===== src/rtl/fifo_write_arbiter.sv =====
// fifo_write_arbiter: round-robin arbiter that funnels NUM_REQ word sources into one shared FIFO.
// Grant, write strobe, write data and ready are all combinational from the inputs and the
// round-robin pointer. Reset is synchronous and active-high.
// Optional feature: define ARB_BURST_EN to let one winner keep the grant for up to BURST_LEN
// consecutive words (IDLE/BURST FSM with owner register and burst counter).
module fifo_write_arbiter #(
    parameter int unsigned DATA_WIDTH = 8,
    parameter int unsigned NUM_REQ    = 4,
    parameter int unsigned BURST_LEN  = 4,
    parameter int unsigned ID_WIDTH   = $clog2(NUM_REQ)
) (
    input  logic                          clk,
    input  logic                          rst,
    input  logic [NUM_REQ-1:0]            req_valid,
    input  logic [NUM_REQ*DATA_WIDTH-1:0] req_data,
    output logic [NUM_REQ-1:0]            req_ready,
    input  logic                          fifo_full,
    output logic                          fifo_wr_en,
    output logic [DATA_WIDTH-1:0]         fifo_data_in,
    output logic                          grant_valid,
    output logic [ID_WIDTH-1:0]           grant_id
);

    // Elaboration-time parameter sanity checks
    if (NUM_REQ < 2 || NUM_REQ > 16) begin : g_bad_num_req
        $error("fifo_write_arbiter: NUM_REQ must be in 2..16");
    end
    if (BURST_LEN < 1 || BURST_LEN > 255) begin : g_bad_burst_len
        $error("fifo_write_arbiter: BURST_LEN must be in 1..255");
    end

    logic [ID_WIDTH-1:0]   r_rr_ptr;
    logic [ID_WIDTH-1:0]   w_rr_ptr_next;
    logic                  w_rr_hit;
    logic [ID_WIDTH-1:0]   w_rr_id;
    logic                  w_grant_valid;
    logic [ID_WIDTH-1:0]   w_grant_id;
    logic [ID_WIDTH-1:0]   w_id_plus1;
    logic                  w_xfer;
    logic [DATA_WIDTH-1:0] w_grant_data;

`ifdef ARB_BURST_EN
    typedef enum logic {StIdle, StBurst} state_e;

    state_e              r_state;
    state_e              w_state_next;
    logic [ID_WIDTH-1:0] r_owner;
    logic [ID_WIDTH-1:0] w_owner_next;
    logic [7:0]          r_count;
    logic [7:0]          w_count_next;
`endif

    // Round-robin search: first valid requester at or after r_rr_ptr, wrapping around
    always_comb begin
        int unsigned idx;
        w_rr_hit = 1'b0;
        w_rr_id  = '0;
        idx      = 0;
        for (int unsigned k = 0; k < NUM_REQ; k++) begin
            idx = (32'(r_rr_ptr) + k) % NUM_REQ;
            if (!w_rr_hit && req_valid[idx]) begin
                w_rr_hit = 1'b1;
                w_rr_id  = ID_WIDTH'(idx);
            end
        end
    end

    // Grant selection; reset masks the grant so nothing is written during reset
    always_comb begin
        w_grant_valid = 1'b0;
        w_grant_id    = '0;
        if (!rst) begin
`ifdef ARB_BURST_EN
            // A burst owner keeps the grant even if its valid has just dropped
            if (r_state == StBurst) begin
                w_grant_valid = 1'b1;
                w_grant_id    = r_owner;
            end else
`endif
            if (w_rr_hit) begin
                w_grant_valid = 1'b1;
                w_grant_id    = w_rr_id;
            end
        end
    end

    // Transfer qualification and write-side outputs
    always_comb begin
        w_xfer       = w_grant_valid & req_valid[w_grant_id] & ~fifo_full;
        w_grant_data = req_data[32'(w_grant_id)*DATA_WIDTH +: DATA_WIDTH];
        w_id_plus1   = (32'(w_grant_id) == NUM_REQ - 1) ? '0 : w_grant_id + 1'b1;
        req_ready    = '0;
        if (w_xfer) begin
            req_ready[w_grant_id] = 1'b1;
        end
        fifo_wr_en   = w_xfer;
        fifo_data_in = w_grant_valid ? w_grant_data : '0;
        grant_valid  = w_grant_valid;
        grant_id     = w_grant_id;
    end

`ifdef ARB_BURST_EN
    // Burst FSM next state: owner holds the grant until BURST_LEN words or its valid drops
    always_comb begin
        w_state_next  = r_state;
        w_owner_next  = r_owner;
        w_count_next  = r_count;
        w_rr_ptr_next = r_rr_ptr;
        unique case (r_state)
            StIdle: begin
                if (w_xfer) begin
                    if (BURST_LEN <= 1) begin
                        w_rr_ptr_next = w_id_plus1;
                    end else begin
                        w_state_next = StBurst;
                        w_owner_next = w_grant_id;
                        w_count_next = 8'd1;
                    end
                end
            end
            StBurst: begin
                // A full FIFO freezes the burst entirely
                if (!fifo_full) begin
                    if (!req_valid[r_owner]) begin
                        w_state_next  = StIdle;
                        w_count_next  = 8'd0;
                        w_rr_ptr_next = w_id_plus1;
                    end else if (32'(r_count) + 1 >= BURST_LEN) begin
                        w_state_next  = StIdle;
                        w_count_next  = 8'd0;
                        w_rr_ptr_next = w_id_plus1;
                    end else begin
                        w_count_next = r_count + 8'd1;
                    end
                end
            end
            default: begin
                w_state_next = StIdle;
            end
        endcase
    end

    // Burst FSM state registers
    always_ff @(posedge clk) begin
        if (rst) begin
            r_state <= StIdle;
            r_owner <= '0;
            r_count <= 8'd0;
        end else begin
            r_state <= w_state_next;
            r_owner <= w_owner_next;
            r_count <= w_count_next;
        end
    end
`else
    // Per-word arbitration: pointer moves past the winner after every accepted word
    always_comb begin
        w_rr_ptr_next = r_rr_ptr;
        if (w_xfer) begin
            w_rr_ptr_next = w_id_plus1;
        end
    end
`endif

    // Round-robin pointer register
    always_ff @(posedge clk) begin
        if (rst) begin
            r_rr_ptr <= '0;
        end else begin
            r_rr_ptr <= w_rr_ptr_next;
        end
    end

endmodule


===== config.mk =====
export PLATFORM = sky130hd
export DESIGN_NAME = fifo_write_arbiter
export DESIGN_NICKNAME = d
export VERILOG_FILES = /design/src/rtl/fifo_write_arbiter.sv
export SDC_FILE = /design/constraint.sdc
export NUM_CORES = 1
export LEC_CHECK = 0
export ABC_AREA = 0
export CORE_ASPECT_RATIO = 0.9
export CORE_MARGIN = 5
export CORE_UTILIZATION = 31
export DETAILED_ROUTE_END_ITERATION = 8
export GPL_TIMING_DRIVEN = 0
export PLACE_DENSITY_LB_ADDON = 0.1
export SYNTH_ARGS = -nofsm -noshare
export SYNTH_HDL_FRONTEND = slang
export SYNTH_SLANG_ARGS = --single-unit

===== constraint.sdc =====
create_clock -name clk -period 2.34 [get_ports clk]
set_input_delay 0.351 -clock clk [delete_from_list [all_inputs] [get_ports clk]]
set_output_delay 0.351 -clock clk [all_outputs]
set_load 0.05 [all_outputs]

==> run summary <==
The share of synthesized cell area in and, or, nand and nor gates is 0.275. The remaining antenna violation count is 0. The warning count from the yosys run is 0.

The largest individual stage delay along the critical path comes from the cell sky130_fd_sc_hd__clkdlybuf4s15_1. Counting flops per register, the top entry is r_rr_ptr. Along the worst hold path, the cell count comes to 2.

The largest registers in the layout are r_rr_ptr (2). The beginning of the critical path is req_valid[3]. The repair_antennas step left the layout with diodes totalling 0. The achievable clock frequency came out at 0.433 GHz. The number of buffers inserted during clock tree synthesis came out at 3. The average routed wire per standard cell is 14.2 um.

The clock net in this run drives a total of 2 sinks. The worst register-to-register path begins at r_rr_ptr[1]. The initial utilization of the core area, before any placement, comes to 0.324. Headroom to the max-slew limit came out at 0.663. The leakage power figure is 0.564 nW. Power spread over the standard cell area amounts to 367 nW/um2. The synthesized net count came out at 115.

IR analysis of the VDD net gives a maximum drop of 0.307 mV. In this run the most critical hold path is launched from rst. The pin count of the biggest net entering global routing is 13.

The sequential-to-total area share from yosys stat is 0.0646. The growth of design area from synthesis to finish is 114%. The critical path goes through clkdlybuf4s15_1 > o21ai_0 > a211oi_4 > buf_4 > inv_1 > ha_1 > and2_2 > buf_2.

The net load switching power is 218 uW. The final-report hold violation count was 0. The kind of capture point of the worst setup path is an output port. In the finished design, the share of the clock period the worst path needs comes to 0.987. The post-synthesis register bit count came out at 2.

Wires add up to 2280 um. The post-route standard cell area excluding fillers came out at 1320 um2. Of the cells placed in the final design, the portion with a size suffix greater than 1 is 0.426. The post-synthesis cell count came out at 72. The worst register-to-register path has a depth of 7. The biggest cell delay along the critical path came out at 0.36 ns. The worst-margin pin slew is 0.505 ns. The final layout net count is 180. In the routed design, unresolved DRC markers number 0.

The number of DRC violations after detailed-routing iteration 0 is 7. The clock root buffer is sky130_fd_sc_hd__clkbuf_4. The initial antenna violation count is 0. The path class of the lowest-slack min-delay path is in -> reg. The total count of max-transition violations in the final report came out at 0.

The level count of the clock H-tree came out at 1. The highest fanout seen on the critical path came out at 12. The floorplan has 15 rows. The area fraction in compound gates after synthesis is 0.325. The via count of the first global-routing pass was 797. STA puts the critical path data required time at 1.99 ns. The critical path class is in -> out.

Across all setup checks in the final design, the least slack found is 0.0311 ns. The via count came out at 799. The worst setup path is launched from a primary input. The core region is 1910 um2. After synthesis, the largest family of logic cells by area is compound AO/OA/AOI/OAI gates. Measured along the x axis, the die boundary spans 57.1 um. The final weighted congestion of routability-driven global placement came out at 0.764. The post-synthesis average cell area is 8.60 um2. TritonCTS built the clock tree.

The data arrival time of the critical path came out at 1.96 ns. The mapped cell area came out at 619 um2. The clock share of power is 0.185. The first global-routing pass estimated 3570 um of wire.

The sequential fraction of design power came out at 0.085. The clock transition time at the flip-flop clock pins of the worst setup and hold paths came out at 0.04 ns. The shortest clock period the worst path allows after layout is 2.31 ns.

The die is 52.4 um tall. The library cell used most frequently in the layout, excluding fill and tap cells, is sky130_fd_sc_hd__clkdlybuf4s50_1. The clock reaches the later pin of the worst-skew pair after 0.24 ns. The fraction of power spent switching nets came out at 0.449.

The largest clock skew in the final design is 0.0138 ns. Of the total synthesized cell area, the portion taken by full adders, half adders and majority gates is 0.0808. The post-place instance area is 1220 um2.

The run finished with clean final reports. OpenSTA, run right after detailed placement, puts the worst setup slack at -1.08 ns. After synthesis, the share of cell area in mux cells is 0.162. The all-layer global routing usage is 0.153. Setup repair after global routing could not meet its margin everywhere. The placed wire-length estimate is 1850 um. Internal power comes to 268 uW. The worst reg-to-reg setup slack came out at 0.57 ns.

The number of detailed-route iterations in the first pass came out at 4. The share of total power dissipated in combinational logic is 0.730. The parity-gate share of the synthesized area counting xor and xnor cells is 0.

The number of inserted filler cells in the final layout is 170. The total die area is 2990 um2. The register with the most flip-flops in the layout has 2 of them. The remaining global-route overflow came out at 0. The number of failing setup endpoints in the final timing report is 0. The distinct cell type count after synthesis is 25. The I/O pin count is 55. The reported max-cap violation count came out at 0. The number of buffers inserted by port buffering came out at 53. The routed via count divided by cell count is 4.96. The library cells used most frequently in the layout, excluding fill and tap cells, are sky130_fd_sc_hd__clkdlybuf4s50_1 (33), sky130_fd_sc_hd__nand3_1 (16), sky130_fd_sc_hd__buf_6 (12). The maximum count of clock buffers along a single path is 2.
[routing by layer]
layer | up-vias | share of wire | track usage
li1 | 405 | - | -
met1 | 367 | 0.38 | 0.174
met2 | 27 | 0.54 | 0.274
met3 | 0 | 0.081 | 0.0394
met4 | 0 | 0 | 0.0579
met5 | - | 0 | 0
[cells by family after synthesis]
family | after synthesis
compound gates | 16
simple gates | 30
mux | 10
buf+inv | 10
fa+ha+maj | 4
flops | 2
[Yosys cell counts (all sizes together)]
cell type,instances,share of area
a211oi,2,0.044
a22oi,1,0.012
a311oi,1,0.024
and2,4,0.040
and2b,1,0.012
buf,4,0.055
clkbuf,1,0.0081
dfxtp,2,0.065
ha,4,0.081
inv,5,0.030
mux2i,10,0.16
nand2b,2,0.020
nand3,16,0.13
nand3b,1,0.012
nor2,3,0.018
nor3,2,0.032
nor4,1,0.010
o211ai,8,0.16
o21ai,2,0.022
o221a,1,0.018
o221ai,1,0.042
[final cells by class]
class	instances	area (um2)	share of cell area
Sequential cell	2	45.0	0.0341
Inverter	5	18.8	0.0142
Timing Repair Buffer	60	586	0.443
Tap cell	25	31.3	0.0237
Multi-Input combinational cell	60	577	0.436
Clock buffer	4	26.3	0.0199
Buffer	5	38.8	0.0293
[critical path, delay by kind of cell]
family	cells	cell delay [ns]
buf+inv	4	0.86
compound gates	2	0.42
fa+ha+maj	1	0.17
simple gates	1	0.16
[power by group through the flow]
stage	logic [mW]	registers, mW	clock network (mW)
after global routing	0.378	0.0420	0.102
after CTS	0.337	0.0415	0.0964
after detailed placement	0.334	0.0420	0
after global placement	0.329	0.0418	0
after floorplan	0.203	0.0408	0
final	0.355	0.0414	0.0898
[final timing paths]
check,endpoint
worst max-delay path,req_ready[1]
worst min-delay path,r_rr_ptr[1]
worst max register to register,r_rr_ptr[1]
worst min register to register,r_rr_ptr[0]
[repair_timing]
| item | in CTS | in global routing |
|---|---|---|
| cloned | 0 | 0 |
| hold buffers | 0 | 0 |
| pin swaps | 5 | 0 |
| gates resized for setup | 90 | 13 |
| buffers inserted | 2 | 5 |
| endpoints found under the hold margin | 0 | 0 |
| setup endpoints to repair | 16 | 14 |
[stage by stage]
stage	util	hold WS, ns	power (mW)	cells	setup TNS [ns]
4_1_cts	0.658	0.509	0.475	156	0
2_1_floorplan	-	0.530	0.244	72	-0.284
3_3_place_gp	0.639	0.554	0.371	150	-14.36
6_report	0.691	0.509	0.486	161	0
5_1_grt	0.691	0.560	0.522	161	-0.575
3_5_place_dp	0.639	0.565	0.376	150	-14.76
(Power assumes the default switching activity.)
